<file path="src/rtl/pkt_link_pkg.sv">
`default_nettype none
// ============================================================================
//  Module   : pkt_link_pkg
//  Purpose  : Constants shared by both ends of the inter-board packet link.
//             Covers the packet geometry, the frame sync pattern, the header
//             messages and the receiver state encoding.
//  Revision : 1.0 - initial release
// ============================================================================
package pkt_link_pkg;

    // Packet geometry: 2**LOGSIZE words of WIDTH bits each
    localparam int WIDTH   = 16;
    localparam int LOGSIZE = 4;

    // Framing and header words
    localparam int          SYNC_BITS      = 16;
    localparam logic [15:0] SYNC_WORD      = 16'hD391;
    localparam logic [15:0] ACK_MESSAGE    = 16'hAAAA;
    localparam logic [15:0] NO_ACK_MESSAGE = 16'h5555;

    // Receiver state encoding, kept numerically stable for the transmitter side
    localparam logic [2:0] c_ST_IDLE   = 3'd0;
    localparam logic [2:0] c_ST_START  = 3'd1;
    localparam logic [2:0] c_ST_SYNC   = 3'd2;
    localparam logic [2:0] c_ST_DATA   = 3'd3;
    localparam logic [2:0] c_ST_CSUM   = 3'd4;
    localparam logic [2:0] c_ST_STOP   = 3'd5;
    localparam logic [2:0] c_ST_COMMIT = 3'd6;

    typedef enum logic [2:0] {
        S_IDLE   = c_ST_IDLE,
        S_START  = c_ST_START,
        S_SYNC   = c_ST_SYNC,
        S_DATA   = c_ST_DATA,
        S_CSUM   = c_ST_CSUM,
        S_STOP   = c_ST_STOP,
        S_COMMIT = c_ST_COMMIT
    } rx_state_t;

    // Increment an 8-bit counter, holding at all-ones
    function automatic logic [7:0] sat_inc8(input logic [7:0] value);
        return (value == 8'hFF) ? value : value + 8'd1;
    endfunction

endpackage
`default_nettype wire

</file>
<file path="src/rtl/link_bit_sampler.sv">
`default_nettype none
// ============================================================================
//  Module   : link_bit_sampler
//  Purpose  : Brings the raw serial line into the clock domain, detects the
//             falling edge that opens a frame and produces one sample strobe
//             per bit, the first one half a bit after the accepted edge.
//  Revision : 1.0 - initial release
// ============================================================================
module link_bit_sampler #(
    parameter int CLKS_PER_BIT = 16
) (
    input  logic clk,
    input  logic rst,
    input  logic i_serial,
    input  logic i_arm,            // receiver is ready to accept a new frame this cycle
    output logic o_start,          // accepted falling edge, counter restarts
    output logic o_sample_strobe,  // mid-bit sample point
    output logic o_sample_bit      // synchronised line value at the sample point
);

    localparam int                c_CNT_W   = $clog2(CLKS_PER_BIT);
    localparam logic [c_CNT_W-1:0] c_HALF_M1 = c_CNT_W'(CLKS_PER_BIT / 2 - 1);
    localparam logic [c_CNT_W-1:0] c_FULL_M1 = c_CNT_W'(CLKS_PER_BIT - 1);

    logic               r_sync1;
    logic               r_sync2;
    logic               r_prev;
    logic [c_CNT_W-1:0] r_cnt;
    logic               w_fall;

    // Two-flop synchroniser plus one history flop; idles high like the line
    always_ff @(posedge clk or posedge rst) begin
        if (rst) begin
            r_sync1 <= 1'b1;
            r_sync2 <= 1'b1;
            r_prev  <= 1'b1;
        end else begin
            r_sync1 <= i_serial;
            r_sync2 <= r_sync1;
            r_prev  <= r_sync2;
        end
    end

    assign w_fall  = r_prev & ~r_sync2;
    assign o_start = w_fall & i_arm;

    // Bit-period counter: half a bit after an accepted edge, then every full bit
    always_ff @(posedge clk or posedge rst) begin
        if (rst) begin
            r_cnt <= c_FULL_M1;
        end else if (o_start) begin
            r_cnt <= c_HALF_M1;
        end else if (r_cnt == '0) begin
            r_cnt <= c_FULL_M1;
        end else begin
            r_cnt <= r_cnt - c_CNT_W'(1);
        end
    end

    assign o_sample_strobe = (r_cnt == '0);
    assign o_sample_bit    = r_sync2;

endmodule
`default_nettype wire

</file>
<file path="src/rtl/packet_receiver.sv">
`default_nettype none
// ============================================================================
//  Module   : packet_receiver
//  Purpose  : Deserialises framed packets from the inter-board serial link
//             into a double-buffered packet memory. A frame is committed to
//             the front bank only after it has been received completely and
//             cleanly; the downstream reader never sees a partial packet.
//  Options  : PACKET_RX_CHECKSUM_EN - frame carries a trailing sum word that
//             must match the modulo-2**WIDTH sum of the data words.
//  Revision : 1.0 - initial release
// ============================================================================
module packet_receiver #(
    parameter int          WIDTH        = pkt_link_pkg::WIDTH,
    parameter int          LOGSIZE      = pkt_link_pkg::LOGSIZE,
    parameter int          CLKS_PER_BIT = 16,
    parameter logic [15:0] SYNC_WORD    = pkt_link_pkg::SYNC_WORD
) (
    input  logic               clock,
    input  logic               reset,
    input  logic               serial_in,
    input  logic [LOGSIZE-1:0] incoming_packet_read_index,
    output logic [WIDTH-1:0]   incoming_packet_read_data,
    output logic               incoming_packet_new,
    output logic               sync_error,
    output logic               frame_error,
    output logic [7:0]         drop_count
);

    import pkt_link_pkg::*;

    localparam int c_DEPTH   = 2 ** LOGSIZE;
    localparam int c_SHIFT_W = (WIDTH > SYNC_BITS) ? WIDTH : SYNC_BITS;
    localparam int c_BIT_W   = $clog2(c_SHIFT_W);

    rx_state_t            r_state;
    logic [c_SHIFT_W-1:0] r_shift;
    logic [c_BIT_W-1:0]   r_bit_cnt;
    logic [LOGSIZE-1:0]   r_word_idx;
    logic                 r_front;
    logic                 r_new;
    logic                 r_sync_err;
    logic                 r_frame_err;
    logic [7:0]           r_drop;
    logic [WIDTH-1:0]     r_bank0 [c_DEPTH];
    logic [WIDTH-1:0]     r_bank1 [c_DEPTH];
`ifdef PACKET_RX_CHECKSUM_EN
    logic [WIDTH-1:0]     r_sum;
`endif

    logic                 w_start;
    logic                 w_strobe;
    logic                 w_bit;
    logic                 w_arm;
    logic                 w_abort;
    logic [c_SHIFT_W-1:0] w_shift_next;
    logic [WIDTH-1:0]     w_word;
    logic                 w_sync_ok;
    logic                 w_last_sync;
    logic                 w_last_bit;
    logic                 w_last_word;
    logic                 w_word_wr;

    link_bit_sampler #(
        .CLKS_PER_BIT (CLKS_PER_BIT)
    ) u_sampler (
        .clk             (clock),
        .rst             (reset),
        .i_serial        (serial_in),
        .i_arm           (w_arm),
        .o_start         (w_start),
        .o_sample_strobe (w_strobe),
        .o_sample_bit    (w_bit)
    );

    assign w_shift_next = {r_shift[c_SHIFT_W-2:0], w_bit};
    assign w_word       = w_shift_next[WIDTH-1:0];
    assign w_sync_ok    = (w_shift_next[SYNC_BITS-1:0] == SYNC_WORD);
    assign w_last_sync  = (r_bit_cnt == c_BIT_W'(SYNC_BITS - 1));
    assign w_last_bit   = (r_bit_cnt == c_BIT_W'(WIDTH - 1));
    assign w_last_word  = (r_word_idx == {LOGSIZE{1'b1}});
    assign w_word_wr    = w_strobe && (r_state == S_DATA) && w_last_bit;

    // Flags the sample points that end a frame early, so an edge arriving in
    // that same cycle can open the next frame straight away
    always_comb begin
        w_abort = 1'b0;
        if (w_strobe) begin
            case (r_state)
                S_START: w_abort = w_bit;
                S_SYNC:  w_abort = w_last_sync && !w_sync_ok;
`ifdef PACKET_RX_CHECKSUM_EN
                S_CSUM:  w_abort = w_last_bit && (w_word != r_sum);
`endif
                S_STOP:  w_abort = ~w_bit;
                default: w_abort = 1'b0;
            endcase
        end
    end

    assign w_arm = (r_state == S_IDLE) || w_abort;

    // Frame sequencing, bank select, error pulses and drop counter
    always_ff @(posedge clock or posedge reset) begin
        if (reset) begin
            r_state     <= S_IDLE;
            r_shift     <= '0;
            r_bit_cnt   <= '0;
            r_word_idx  <= '0;
            r_front     <= 1'b0;
            r_new       <= 1'b0;
            r_sync_err  <= 1'b0;
            r_frame_err <= 1'b0;
            r_drop      <= 8'd0;
`ifdef PACKET_RX_CHECKSUM_EN
            r_sum       <= '0;
`endif
        end else begin
            r_new       <= 1'b0;
            r_sync_err  <= 1'b0;
            r_frame_err <= 1'b0;
            case (r_state)
                S_IDLE: begin
                    if (w_start) begin
                        r_state   <= S_START;
                        r_bit_cnt <= '0;
                    end
                end
                S_START: begin
                    if (w_strobe) begin
                        r_bit_cnt <= '0;
                        if (w_bit) begin
                            r_state <= w_start ? S_START : S_IDLE;
                        end else begin
                            r_state <= S_SYNC;
                        end
                    end
                end
                S_SYNC: begin
                    if (w_strobe) begin
                        r_shift <= w_shift_next;
                        if (w_last_sync) begin
                            r_bit_cnt  <= '0;
                            r_word_idx <= '0;
`ifdef PACKET_RX_CHECKSUM_EN
                            r_sum      <= '0;
`endif
                            if (w_sync_ok) begin
                                r_state <= S_DATA;
                            end else begin
                                r_sync_err <= 1'b1;
                                r_drop     <= sat_inc8(r_drop);
                                r_state    <= w_start ? S_START : S_IDLE;
                            end
                        end else begin
                            r_bit_cnt <= r_bit_cnt + c_BIT_W'(1);
                        end
                    end
                end
                S_DATA: begin
                    if (w_strobe) begin
                        r_shift <= w_shift_next;
                        if (w_last_bit) begin
                            r_bit_cnt <= '0;
`ifdef PACKET_RX_CHECKSUM_EN
                            r_sum     <= r_sum + w_word;
`endif
                            if (w_last_word) begin
`ifdef PACKET_RX_CHECKSUM_EN
                                r_state <= S_CSUM;
`else
                                r_state <= S_STOP;
`endif
                            end else begin
                                r_word_idx <= r_word_idx + LOGSIZE'(1);
                            end
                        end else begin
                            r_bit_cnt <= r_bit_cnt + c_BIT_W'(1);
                        end
                    end
                end
`ifdef PACKET_RX_CHECKSUM_EN
                S_CSUM: begin
                    if (w_strobe) begin
                        r_shift <= w_shift_next;
                        if (w_last_bit) begin
                            r_bit_cnt <= '0;
                            if (w_word == r_sum) begin
                                r_state <= S_STOP;
                            end else begin
                                r_frame_err <= 1'b1;
                                r_drop      <= sat_inc8(r_drop);
                                r_state     <= w_start ? S_START : S_IDLE;
                            end
                        end else begin
                            r_bit_cnt <= r_bit_cnt + c_BIT_W'(1);
                        end
                    end
                end
`endif
                S_STOP: begin
                    if (w_strobe) begin
                        r_bit_cnt <= '0;
                        if (w_bit) begin
                            r_state <= S_COMMIT;
                        end else begin
                            r_frame_err <= 1'b1;
                            r_drop      <= sat_inc8(r_drop);
                            r_state     <= w_start ? S_START : S_IDLE;
                        end
                    end
                end
                S_COMMIT: begin
                    // Bank swap and the new-packet pulse land on the same edge
                    r_front <= ~r_front;
                    r_new   <= 1'b1;
                    r_state <= S_IDLE;
                end
                default: begin
                    r_state <= S_IDLE;
                end
            endcase
        end
    end

    // Completed words go to whichever bank is currently at the back
    always_ff @(posedge clock or posedge reset) begin
        if (reset) begin
            for (int i = 0; i < c_DEPTH; i++) begin
                r_bank0[i] <= '0;
                r_bank1[i] <= '0;
            end
        end else if (w_word_wr) begin
            if (r_front) begin
                r_bank0[r_word_idx] <= w_word;
            end else begin
                r_bank1[r_word_idx] <= w_word;
            end
        end
    end

    assign incoming_packet_read_data = r_front ? r_bank1[incoming_packet_read_index]
                                               : r_bank0[incoming_packet_read_index];
    assign incoming_packet_new       = r_new;
    assign sync_error                = r_sync_err;
    assign frame_error               = r_frame_err;
    assign drop_count                = r_drop;

endmodule
`default_nettype wire

</file>
<file path="config.mk">
export PLATFORM = sky130hd
export DESIGN_NAME = packet_receiver
export DESIGN_NICKNAME = d
export VERILOG_FILES = /design/src/rtl/pkt_link_pkg.sv /design/src/rtl/link_bit_sampler.sv /design/src/rtl/packet_receiver.sv
export SDC_FILE = /design/constraint.sdc
export NUM_CORES = 1
export LEC_CHECK = 0
export BUFFER_PORTS_ARGS = -buffer_cell sky130_fd_sc_hd__buf_2
export CORE_ASPECT_RATIO = 1.4
export CORE_MARGIN = 10
export CORE_UTILIZATION = 40
export CTS_BUF_LIST = sky130_fd_sc_hd__clkbuf_4 sky130_fd_sc_hd__clkbuf_8 sky130_fd_sc_hd__clkbuf_16
export CTS_CLUSTER_SIZE = 20
export DETAILED_ROUTE_END_ITERATION = 12
export GPL_ROUTABILITY_DRIVEN = 0
export PLACE_DENSITY = 0.58
export SLEW_MARGIN = 20
export SYNTH_ARGS = -nofsm -noshare
export SYNTH_HDL_FRONTEND = slang
export SYNTH_SLANG_ARGS = --single-unit
</file>
<file path="constraint.sdc">
create_clock -name clock -period 32.6 [get_ports clock]
set_clock_uncertainty 0.05 [all_clocks]
set_input_delay 1.63 -clock clock [delete_from_list [all_inputs] [get_ports clock]]
set_output_delay 1.63 -clock clock [all_outputs]
set_load 0.02 [all_outputs]
</file>
Word-level counts from Yosys, hierarchy flattened

Index checks and enable logic that the tools add are counted.
W data, S select, Z words.

Register bits after elaboration: 557
Input bits: 7
Output and inout bits: 27
Word-level logic and storage cells: 154

Add/subtract/negate cells: 4
Order comparisons: 3
Equal/unequal tests: 22
Multiplexer cells: 54
Bitwise operators: 6
Reductions and logical operators: 20

Operators by type and width:

| cell                   | number |
|---|---|
| $bwmux W256            | 2 |
| $bmux W16 S4           | 2 |
| $mux W16               | 6 |
| $demux W16 S4          | 1 |
| $mux W8                | 6 |
| $mux W4                | 11 |
| $mux W3                | 9 |
| $ne A2 B2 Y1 const B   | 11 |
| $eq A16 B16 Y1 const B | 1 |
| $pmux W8 S2            | 1 |
| $pmux W3 S5            | 1 |
| $pmux W4 S3            | 1 |
| $reduce_and A6 Y1      | 2 |
| $ge A5 B5 Y1 const B   | 2 |
| $mux W1                | 10 |
| $not A4 Y5             | 2 |
| $add A4 B1 Y4 const B  | 2 |
| $add A8 B1 Y8 const B  | 1 |
| $eq A4 B4 Y1 const B   | 2 |
| $eq A8 B8 Y1 const B   | 1 |
| $pmux W4 S2            | 1 |
| $reduce_and A8 Y1      | 1 |
| $eq A3 B2 Y1 const B   | 2 |
| $eq A3 B3 Y1 const B   | 2 |
| other kinds (18)       | 29 |

Logic depth before layout (Yosys ltp)

Gate-level depths: netlist of the first run.

Depth in word-level cells: 12
Mapped depth: 11
Depth with buffers taken out: 7

Hierarchy

From an unflattened synthesis of the first run, not the netlist that was laid out.

Cells, all modules: 1563
Area total of the unflattened synthesis: 25548.3 um2

By module, submodules not included:

| module           | instances | cells an instance | area each (um2) | sequential area each (um2) |
|---|---|---|---|---|
| packet_receiver  | 1         | 1540              | 25258.0         | 13763.2 |
| link_bit_sampler | 1         | 23                | 290.3           | 183.9 |

Worst setup path before layout of the first run

No wires, ideal clock.

Kind: in2out
Start: input incoming_packet_read_index[3]
End: output incoming_packet_read_data[10]
Arrival time: 3.584 ns
Data required time: 30.920 ns
Slack: 27.336 ns
Stages: 9
Buffers on the path: 4
Cells stage by stage: clkbuf_1 > buf_2 > clkbuf_1 > clkbuf_1 > mux4_2 > nand2_1 > a21oi_1 > a311oi_1 > a21oi_1

Longest elaborated chain between the ends: 5
Elaborated cells on any way between the ends: 8
Those cells by class: mux: 7; bitwise: 1

Ends and longest elaborated chain:

| element                                   | RTL line                                       | source |
|---|---|---|
| from (decl)                               | packet_receiver.sv:21                          | `input logic [LOGSIZE-1:0] incoming_packet_read_index,` |
| $not A4 Y5 (not written as such) (*)      | packet_receiver.sv:241, packet_receiver.sv:242 |  |
| $bmux W16 S4 (on tied branches)           | packet_receiver.sv:242, packet_receiver.sv:241 |  |
| $mux W16 (on tied branches) (2 in series) | packet_receiver.sv:242, packet_receiver.sv:241 |  |
| $mux W16 (*)                              | packet_receiver.sv:241                         | `assign incoming_packet_read_data = r_front ? r_bank1[incoming_packet_read_index]` |
| to (decl)                                 | packet_receiver.sv:22                          | `output logic [WIDTH-1:0] incoming_packet_read_data,` |

Mark *: on every way between the ends. The rest lies on a longest branch, timed or not. The select of a mux whose other input is x is not followed.

Worst setup path in the final report of the first run

Start: input incoming_packet_read_index[1]
End: output incoming_packet_read_data[0]

The elaborated chain is that of the path after synthesis.

==> impl_metrics.yaml, run 1 <==
global_routing:
  grt_pass1_vias: 16000
  grt_first_pass_wirelength_mm: 98.3
  initial_antenna_violation_count: 0
  grt_max_degree: 175
  globalRouteOverflowTotal: 0
  grt_usage: 0.164
clock_tree:
  cts_buffer_depth: 3
  cts.htree.levels: 2
  ctsResizeCount: 0
  hold_buffers: 0
  numClockSinks: 557
  clkTransAtPathRegs_ns: 0.06
  ctsRootBufferMaster: "sky130_fd_sc_hd__clkbuf_16"
  tritoncts_buffers: 53
  cts_setup_buffers: 0
  tritoncts: "yes"
  worst_skew_pair.late_latency_ns: 0.61
status:
  outcome: "finished, final reports clean"
critical_path:
  worst-path-max-fanout: 134
  worst_ep_arrival_time_ns: 4.89
  crit_path_start_kind: "input pin"
  endpoint_kind: "primary output"
  critical_path.cell_chain: "buf_8 -> buf_12 -> mux4_2 -> nand2b_1 -> a21oi_1 -> a311oi_1 -> a21oi_1 -> buf_2"
  slowest_delay_ns: 0.70
  worst-setup-path-type: "input pin to primary output"
  worstPathRequired_ns: 30.92
  critical-path-top-cell-by-count: "sky130_fd_sc_hd__a21oi_1"
  crit_path_top_delay_cell: "sky130_fd_sc_hd__buf_12"
  r2r_cells: 7
pwr:
  vdd_ir_drop_max_v: 0.0000384
  powerDensity_nw_per_um2: 51.1
  power.leakage_nw: 13.9
place:
  placedInstanceArea_um2: 26700
  half_perimeter_wire_length_after_detailed_placement_mm: 36.8
  placed_cell_count: 2577
  io_buffer_count: 33
sta:
  number_of_max_slew_violations_in_the_final_report: 0
  fmaxAchievable_ghz: 0.152
  slew_headroom: 0.263
  fin_tns_setup_ns: 0
  grt_setup_unrepaired: "false"
  fin_crit_sh: 0.201
  final-setup-viol-count: 0
  max_slew.worst_pin.slew_ns: 1.10
  final_period_minus_worst_setup_slack_ns: 6.57
  finalHoldViolCount: 0
synthesis:
  synth-edff-count: 0
  syn-cell-area_um2: 25900
  ys_top_cells_by_area: "sky130_fd_sc_hd__dfrtp_1, sky130_fd_sc_hd__mux2_2, sky130_fd_sc_hd__mux2i_1"
  postSynth.topFlopCell: "sky130_fd_sc_hd__dfrtp_1"
  number_of_storage_elements_in_the_synthesis_netlist: 557
  synth_async_sr_flop_share: 1.00
  netlist-cell-type-count: 57
  yosysTopAreaCell: "sky130_fd_sc_hd__dfrtp_1"
  yosys_warnings: 0
  post-synth-top-area-fraction: 0.531
  syn-mean-instance-area_um2: 14.2
  seq_area_frac_synth: 0.538
  syn_nets: 1844
  synthCells: 1830
floorplanning:
  dieArea_um2: 75600
  die_width_um: 235
  initial_utilization: 0.404
  num_io_pins: 34
  floorplan.core_area_um2: 64300
  placement_rows: 110
  die_h_um: 321
route:
  routed_wire_length_per_instance_um: 23.3
  remaining_antenna_violation_count: 0
  drt_first_pass_iters: 5
  routed_wl_mm: 62.2
  drc: 0
  vias: 14900
  drt-vias-per-instance: 5.60
  drt_initial_violations: 787
cells_and_area:
  postLayoutCellArea_um2: 28500
  multiInputGateArea_um2: 11200
  syn_to_final_growth_pct: 10.0
  final.fill_count: 5783
  n_antenna_cell: 0
  final-instance-count-excl-fill: 2670
  regArea_um2: 14000
  layout.core_utilization: 0.444
  layout-drive-gt1-share: 0.425
  design.final.nets: 1807
run:
  max_cap_violations: 0
hold_path:
  whs_path_depth: 0
  hold_class: "flop to flop"
## cell type report
type | instances | area share
clock buffers | 82 | 0.0563
clock inverters | 10 | 0.00631
inverters | 7 | 0.00118
multi-input cells | 1109 | 0.394
flip-flops and latches | 557 | 0.489
well taps | 840 | 0.0368
repair buffers | 65 | 0.0168
## cell usage after synthesis (all sizes together), types with 3 or more instances
library cell    n
a21oi          42
a22oi          64
a311oi         16
a31oi          17
buf            54
clkbuf        103
dfrtp         550
dfstp           7
ha              7
inv             7
mux2          514
mux2i         144
mux4           64
nand2          89
nand2b         19
nand3           8
nand3b          3
nor2           44
nor2b          13
nor3            6
nor3b           4
nor4b           3
o21a            3
o21ai          11
o22ai           3
or3             3
xor2            8
## per-stage QoR
| step | power, W | hold WS (ns) | setup WS (ns) |
|---|---|---|---|
| finish | 0.00146 | 0.308 | 26.03 |
| global route | 0.00152 | 0.312 | 25.94 |
| CTS | 0.00148 | 0.313 | 26.15 |
| detailed placement | 0.000836 | 0.304 | 26.15 |
| global placement | 0.000832 | 0.296 | 26.14 |
| floorplan | 0.000799 | 0.295 | 15.36 |
## power by group
| group | switching (W) | internal, W |
|---|---|---|
| Sequential | 0.0000118 | 0.000701 |
| Combinational | 0.0000773 | 0.0000320 |
| Clock | 0.000265 | 0.000370 |
## state kept, by name (all words and copies together), names as in the netlist
signal / flops
u_sampler.r_cnt: 4
u_sampler.r_sync1: 1
drop_count: 8
r_shift: 15
r_bit_cnt: 4
r_state: 3
r_front: 1
r_bank0: 256
u_sampler.r_prev: 1
r_word_idx: 4
incoming_packet_new: 1
sync_error: 1
frame_error: 1
r_bank1: 256
u_sampler.o_sample_bit: 1
## cell usage in the layout (no fill, tap or decap), drive strengths merged, types with 16 or more instances in the layout
cell type / count
a21oi: 42
a22oi: 64
a311oi: 16
a31oi: 17
buf: 65
clkbuf: 82
dfrtp: 550
mux2: 514
mux2i: 144
mux4: 64
nand2: 89
nand2b: 19
nor2: 44
## critical path: cells and delay by family
kind / cells / cell delay [ns]
buffers and inverters: 3 / 1.41
AND/OR/NAND/NOR: 1 / 0.09
multiplexers: 1 / 0.61
AO/OA/AOI/OAI: 3 / 0.81
## routing by layer
metal / routed length, µm / part of all wire / vias to the layer above / track usage
met2: 32500 / 0.52 / 203 / 0.296
li1: - / - / 6574 / -
met3: 1500 / 0.024 / 72 / 0.0171
met4: 1200 / 0.019 / 0 / 0.0420
met1: 27000 / 0.43 / 8096 / 0.205
met5: 0 / 0 / - / 0
## kinds of logic after synthesis
logic type                 Yosys count  synth area share
muxes                              722             0.340
DFF                                557             0.538
and+or+nand+nor                    206            0.0427
AOI/OAI and AO/OA                  164            0.0425
buffers and inverters              164            0.0304
xor gates and xnor gates            10           0.00338
adders and majority gates            7           0.00338
## worst paths after layout
check,start,endpoint,slack (ns)
hold reg to reg,u_sampler.r_sync1,u_sampler.o_sample_bit,0.31
setup reg to reg,u_sampler.r_cnt[0],r_bank1[234],28.89
min in group asynchronous,reset,r_bank0[115],0.95
hold / removal,u_sampler.r_sync1,u_sampler.o_sample_bit,0.31
max in group asynchronous,reset,r_front,29.41
setup / recovery,incoming_packet_read_index[1],incoming_packet_read_data[0],26.03
No activity file was read; power rests on OpenSTA's default activity.
==> run 2: changes to the inputs <==
--- a/config.mk
+++ b/config.mk
@@ -13,7 +13,7 @@
 export CTS_CLUSTER_SIZE = 20
 export DETAILED_ROUTE_END_ITERATION = 12
 export GPL_ROUTABILITY_DRIVEN = 0
-export PLACE_DENSITY = 0.58
+export PLACE_DENSITY = 0.6
 export SLEW_MARGIN = 20
 export SYNTH_ARGS = -nofsm -noshare
 export SYNTH_HDL_FRONTEND = slang
==> constraint.sdc (replaced) <==
create_clock -name clock -period 5.5 [get_ports clock]
set_clock_uncertainty 0.05 [all_clocks]
set_input_delay 0.275 -clock clock [delete_from_list [all_inputs] [get_ports clock]]
set_output_delay 0.275 -clock clock [all_outputs]
set_load 0.02 [all_outputs]
==> run 2 against run 1 <==
  * Core utilization is 0.13 points higher
  * Worst setup slack worse by 24 ns
  * Combinational power grew to 6.2 times the previous value
  * Non-clock buffer count is 10 higher
  * Routed wire length hardly changed
  * Critical path type is now flop to flop
  * Via count is 0.39% lower
  * Largest power group unchanged
  * Critical path depth is 1 lower
  * Sequential power grew to 5.9 times the previous value
  * Global-route usage is 0.083 points lower
  * Cell count is 0.60% higher
  * Flip-flop and latch count stayed put
  * Clock-buffer cell count is 4 higher
==> impl_metrics.yaml, run 2 (same netlist as run 1, synthesis figures left out) <==
critical_path:
  crit_path_start_kind: "flop"
  worstPathRequired_ns: 5.92
  timing.rr.start: "u_sampler.r_cnt[0]"
  r2r_end: "r_bank0[177]"
  worst_ep_arrival_time_ns: 4.15
  setup.worst_path.start: "u_sampler.r_cnt[0]"
  slowest_delay_ns: 0.90
  endpoint_kind: "flop"
  r2r_cells: 7
  crit_path_top_delay_cell: "sky130_fd_sc_hd__nor2_2"
  worstSetupEndpoint: "r_bank0[177]"
  reg2reg_slack_ns: 1.78
  worst-path-max-fanout: 16
  worst_path_dominant_cell_family: "simple AND/OR/NAND/NOR gates"
  cp_num_buf_inv: 1
  worst-setup-path-type: "flop to flop"
  crit_cells: 7
  critical_path.cell_chain: "inv_1 -> ha_1 -> or3b_1 -> nor3_1 -> nand3b_1 -> nor2_2 -> mux2_2"
route:
  routed_wire_length_per_instance_um: 23.2
  drt_first_pass_iters: 5
  drc: 0
  drt_initial_violations: 1009
  vias: 14900
  remaining_antenna_violation_count: 0
  drt-vias-per-instance: 5.54
  routed_wl_mm: 62.2
sta:
  max_slew.worst_pin.slew_ns: 1.12
  worst_hold_slack_ns: 0.274
  fin_tns_setup_ns: 0
  final_period_minus_worst_setup_slack_ns: 3.72
  fmaxAchievable_ghz: 0.269
  grt_setup_unrepaired: "false"
  number_of_max_slew_violations_in_the_final_report: 0
  fin_crit_sh: 0.677
  slew_headroom: 0.252
  final-setup-viol-count: 0
  finalHoldViolCount: 0
cells_and_area:
  n_antenna_cell: 0
  most_common_cell_after_layout_fill_and_taps_aside: "sky130_fd_sc_hd__dfrtp_1"
  final.fill_count: 5823
  syn_to_final_growth_pct: 10.4
  layout-drive-gt1-share: 0.426
  largest_registers: "r_bank0 (256), r_bank1 (256), r_shift (15)"
  top_library_cells_by_usage_in_the_layout_fill_and_taps_aside: "sky130_fd_sc_hd__dfrtp_1, sky130_fd_sc_hd__mux2_2, sky130_fd_sc_hd__mux2i_1, sky130_fd_sc_hd__nand2_1"
  design.final.nets: 1818
floorplanning:
  die_width_um: 235
  dieArea_um2: 75600
  die_h_um: 321
  floorplan.core_area_um2: 64300
  num_io_pins: 34
  initial_utilization: 0.404
  placement_rows: 110
pwr:
  p_sw_w: 0.00210
  powerDensity_nw_per_um2: 304
  cellInternalPower_w: 0.00659
  power.clock.fraction: 0.438
  vdd_ir_drop_max_v: 0.000198
  p_seq_frac: 0.484
  netSwitchingFraction: 0.242
  comb_power_share: 0.078
  power.leakage_nw: 14.0
hold_path:
  min-delay-start: "serial_in"
  hold_class: "input pin to flop"
global_routing:
  grt_pass1_vias: 16000
  grt_usage: 0.163
  globalRouteOverflowTotal: 0
  initial_antenna_violation_count: 0
  grt_max_degree: 187
  grt_first_pass_wirelength_mm: 97.7
place:
  half_perimeter_wire_length_after_detailed_placement_mm: 38.5
  io_buffer_count: 33
status:
  outcome: "finished, final reports clean"
clock_tree:
  ctsRootBufferMaster: "sky130_fd_sc_hd__clkbuf_16"
  numClockSinks: 557
  tritoncts: "yes"
  worst_skew_pair.late_latency_ns: 0.59
  cts.htree.levels: 2
  tritoncts_buffers: 54
  clkTransAtPathRegs_ns: 0.06
  cts_buffer_depth: 3
run:
  max_cap_violations: 0
run 2: changes by cell type in the layout (fill, tap and decap cells not counted), sizes merged:
cell	before	now
buf	65	73
clkinv	4	7
inv	9	7
clkinvlp	0	2
bufinv	4	3
dlygate4sd3	0	2
clkbuf	82	86
run 2: layout make-up:
type | instances | area (µm²) | area share
clock buffers | 86 | 1690 | 0.0590
multi-input cells | 1109 | 11200 | 0.392
well taps | 840 | 1050 | 0.0367
inverters | 7 | 30.0 | 0.00105
clock inverters | 12 | 141 | 0.00494
flip-flops and latches | 557 | 14000 | 0.487
repair buffers | 75 | 536 | 0.0187
run 2: worst min-delay path by stage:
stage | end | slack [ns] | depth (start not counted)
2_1_floorplan | u_sampler.r_sync1 | 0.23 | 0
3_3_place_gp | u_sampler.o_sample_bit | 0.30 | 0
3_5_place_dp | u_sampler.o_sample_bit | 0.30 | 0
4_1_cts | u_sampler.r_sync1 | 0.25 | 2
5_1_grt | u_sampler.r_sync1 | 0.26 | 2
6_report | u_sampler.r_sync1 | 0.27 | 2
run 2: metrics by stage:
stage                     utilization  instance area, µm²  std cells  total power [W]  worst slack, ns
after CTS                       0.445               28600       2686          0.00880             1.75
after detailed placement        0.417               26800       2586          0.00497             1.78
after global placement          0.417               26800       2586          0.00495             1.82
after global routing            0.445               28600       2686          0.00901             1.55
after floorplan                     -               25900       1830          0.00474            -2.40
final                           0.445               28600       2686          0.00869             1.78
run 2: repair_timing:
action / in CTS / in global routing
endpoints found under the hold margin: 23 / 0
setup buffers: 0 / 0
gates resized for setup: 0 / 0
hold buffers: 2 / 0
run 2: worst reg2reg max path, stage by stage, from the launching register on:
cell	delay, ns
sky130_fd_sc_hd__dfstp_2	0.38
sky130_fd_sc_hd__inv_1	0.07
sky130_fd_sc_hd__ha_1	0.22
sky130_fd_sc_hd__or3b_1	0.55
sky130_fd_sc_hd__nor3_1	0.63
sky130_fd_sc_hd__nand3b_1	0.37
sky130_fd_sc_hd__nor2_2	0.91
sky130_fd_sc_hd__mux2_2	0.43
run 2: power groups by stage:
| stage | Clock, W | Combinational [W] | Sequential (W) |
|---|---|---|---|
| 2_1_floorplan | 0 | 0.000467 | 0.00427 |
| 3_3_place_gp | 0 | 0.000675 | 0.00428 |
| 3_5_place_dp | 0 | 0.000689 | 0.00428 |
| 4_1_cts | 0.00390 | 0.000691 | 0.00420 |
| 5_1_grt | 0.00406 | 0.000746 | 0.00421 |
| 6_report | 0.00381 | 0.000677 | 0.00420 |
run 2: per-layer routing:
metal,vias to the layer above,GRT usage,share of wire
li1,6607,-,-
met3,94,0.0171,0.026
met4,0,0.0517,0.028
met2,227,0.296,0.52
met5,-,0,0
met1,7959,0.199,0.42
==> run 3: changes to the inputs <==
--- a/config.mk
+++ b/config.mk
@@ -5,6 +5,7 @@
 export SDC_FILE = /design/constraint.sdc
 export NUM_CORES = 1
 export LEC_CHECK = 0
+export ABC_AREA = 1
 export BUFFER_PORTS_ARGS = -buffer_cell sky130_fd_sc_hd__buf_2
 export CORE_ASPECT_RATIO = 1.4
 export CORE_MARGIN = 10
@@ -13,7 +14,7 @@
 export CTS_CLUSTER_SIZE = 20
 export DETAILED_ROUTE_END_ITERATION = 12
 export GPL_ROUTABILITY_DRIVEN = 0
-export PLACE_DENSITY = 0.6
+export PLACE_DENSITY = 0.58
 export SLEW_MARGIN = 20
 export SYNTH_ARGS = -nofsm -noshare
 export SYNTH_HDL_FRONTEND = slang
==> constraint.sdc (replaced) <==
create_clock -name clock -period 3.85 [get_ports clock]
set_clock_uncertainty 0.05 [all_clocks]
set_input_delay 0.1925 -clock clock [delete_from_list [all_inputs] [get_ports clock]]
set_output_delay 0.1925 -clock clock [all_outputs]
set_load 0.02 [all_outputs]
==> run 3 against run 2 <==
  * Clock-buffer cell count increased by 7
  * Global-route usage grew 4.5 points
  * Area after synthesis is 0.79% lower
  * Fmax rose by 19%
  * Total power is 50% higher
  * Hold slack got worse by 0.16 ns
  * Flip-flop and latch count unchanged
  * Worst setup slack got worse by 1.1 ns
  * Largest cell class unchanged
  * Highest routed layer unchanged
==> impl_metrics.yaml, run 3 <==
status:
  outcome: "finished, final reports clean"
sta:
  number_of_max_slew_violations_in_the_final_report: 0
  fin_crit_sh: 0.815
  finalHoldViolCount: 0
  fmaxAchievable_ghz: 0.319
  postLayoutSetupSlackWorst_ns: 0.711
  final_period_minus_worst_setup_slack_ns: 3.14
  fin_tns_setup_ns: 0
  slew_headroom: 0.250
  grt_setup_unrepaired: "false"
  max_slew.worst_pin.slew_ns: 1.12
  final-setup-viol-count: 0
cells_and_area:
  largest_registers: "r_bank0 (256), r_bank1 (256), r_shift (15)"
  syn_to_final_growth_pct: 8.82
  layout.core_utilization: 0.438
  n_antenna_cell: 0
  layout-drive-gt1-share: 0.110
  top_library_cells_by_usage_in_the_layout_fill_and_taps_aside: "sky130_fd_sc_hd__nand2_1, sky130_fd_sc_hd__dfrtp_1, sky130_fd_sc_hd__o21ai_0, sky130_fd_sc_hd__nor2_1, sky130_fd_sc_hd__o21ai_1"
  design.final.nets: 2834
  most_common_cell_after_layout_fill_and_taps_aside: "sky130_fd_sc_hd__nand2_1"
  final.fill_count: 6261
  postLayoutCellArea_um2: 28000
clock_tree:
  cts.htree.levels: 2
  ctsResizeCount: 0
  tritoncts_buffers: 55
  clkTransAtPathRegs_ns: 0.06
  tritoncts: "yes"
  ctsRootBufferMaster: "sky130_fd_sc_hd__clkbuf_16"
  worst_skew_pair.late_latency_ns: 0.60
  numClockSinks: 557
  cts_buffer_depth: 3
synthesis:
  syn-mean-instance-area_um2: 8.79
  synth_async_sr_flop_share: 1.00
  syn_nets: 2941
  synthCells: 2927
  ys_top_cells_by_area: "sky130_fd_sc_hd__dfrtp_1, sky130_fd_sc_hd__o21ai_0, sky130_fd_sc_hd__nand2_1"
  yosysTopAreaCell: "sky130_fd_sc_hd__dfrtp_1"
  postSynth.topFlopCell: "sky130_fd_sc_hd__dfrtp_1"
  netlist-cell-type-count: 37
  seq_area_frac_synth: 0.542
  syn-cell-area_um2: 25700
  post-synth-top-area-fraction: 0.535
  number_of_storage_elements_in_the_synthesis_netlist: 557
  cell_with_the_most_instances_after_synthesis: "sky130_fd_sc_hd__nand2_1"
  synthTopCellsByCount: "sky130_fd_sc_hd__nand2_1, sky130_fd_sc_hd__dfrtp_1, sky130_fd_sc_hd__o21ai_0"
  yosys_warnings: 0
  synth-edff-count: 0
floorplanning:
  die_width_um: 234
  placement_rows: 110
  floorplan.core_area_um2: 64000
  num_io_pins: 34
  dieArea_um2: 75000
  initial_utilization: 0.402
  die_h_um: 320
route:
  routed_wl_mm: 78.3
  routed_wire_length_per_instance_um: 21.1
  drt_first_pass_iters: 6
  drt-vias-per-instance: 5.66
  drt_initial_violations: 2023
  vias: 21000
  remaining_antenna_violation_count: 0
  drc: 0
hold_path:
  hold_class: "input pin to asynchronous set/reset pin"
global_routing:
  grt_usage: 0.208
  globalRouteOverflowTotal: 0
  grt_first_pass_wirelength_mm: 122
  grt_pass1_vias: 20500
  initial_antenna_violation_count: 1
  grt_max_degree: 144
place:
  half_perimeter_wire_length_after_detailed_placement_mm: 45.3
  io_buffer_count: 33
  dp_worst_setup_slack_ns: 0.717
  placedInstanceArea_um2: 26100
critical_path:
  endpoint_kind: "flop"
  worst-path-max-fanout: 32
  worstPathRequired_ns: 4.29
  crit_path_start_kind: "flop"
  worst-setup-path-type: "flop to flop"
  worst_ep_arrival_time_ns: 3.58
pwr:
  total_power_w: 0.0130
  power.leakage_nw: 12.3
  vdd_ir_drop_max_v: 0.000322
  powerDensity_nw_per_um2: 465
run:
  max_cap_violations: 0
-- run 3: layout make-up --
type	count	area (µm²)	share of cell area
flip-flops and latches	557	13900	0.498
repair buffers	93	792	0.0283
well taps	840	1050	0.0375
clock inverters	9	149	0.00532
inverters	67	262	0.00934
multi-input cells	2046	10000	0.358
clock buffers	93	1770	0.0633
-- run 3: per-stage QoR --
step           hold slack [ns]  instances
3_5_place_dp             0.192       3601
2_1_floorplan            0.147       2927
3_3_place_gp             0.190       3601
5_1_grt                  0.161       3705
4_1_cts                  0.112       3705
6_report                 0.110       3705
-- run 3: logic make-up (layout without fill, tap and decap cells) --
family                     count (synthesis)  count (layout)  synth area share
adders and majority gates                  7               7           0.00340
xor gates and xnor gates                   8               8           0.00272
AOI/OAI and AO/OA                        965             965             0.215
buffers and inverters                    324             262            0.0684
DFF                                      557             557             0.542
and+or+nand+nor                         1066            1066             0.169
-- run 3: worst paths after layout --
kind                                    start                endpoint  slack (ns)  depth (start not counted)
hold reg to reg             u_sampler.r_sync1  u_sampler.o_sample_bit        0.31                          0
min in group clock                  serial_in       u_sampler.r_sync1        0.20                          2
setup reg to reg           u_sampler.r_cnt[0]            r_bank1[109]        0.71                          8
hold / removal                          reset            r_bank0[232]        0.11                          3
max in group asynchronous               reset  u_sampler.o_sample_bit        2.43                          5
setup / recovery           u_sampler.r_cnt[0]            r_bank1[109]        0.71                          8
-- run 3: worst max-delay path: stages (launching register included) --
cell                      delay [ns]
sky130_fd_sc_hd__dfstp_2        0.37
sky130_fd_sc_hd__inv_1          0.08
sky130_fd_sc_hd__ha_1           0.18
sky130_fd_sc_hd__nand2_1        0.14
sky130_fd_sc_hd__inv_1          0.19
sky130_fd_sc_hd__nand3_4        0.13
sky130_fd_sc_hd__nor2_4         0.57
sky130_fd_sc_hd__nand2_1        0.87
sky130_fd_sc_hd__o21ai_0        0.46
-- run 3: what timing repair did --
action                                  4_1_cts  5_1_grt
endpoints found under the setup margin        0        0
hold endpoints to repair                     38        0
buffers inserted                              0        0
hold buffers                                  2        0
-- run 3: where the power goes --
part	switching (W)	internal, W
clock	0.00230	0.00339
combinational	0.00100	0.000344
sequential	0.0000580	0.00593
total	0.00336	0.00966
-- run 3: per-layer routing --
metal | global-route usage | share of wire | up-vias
met5 | 0 | 0 | -
met1 | 0.273 | 0.42 | 10400
met4 | 0.0753 | 0.034 | 0
met2 | 0.345 | 0.48 | 753
met3 | 0.0280 | 0.061 | 148
li1 | - | - | 9664
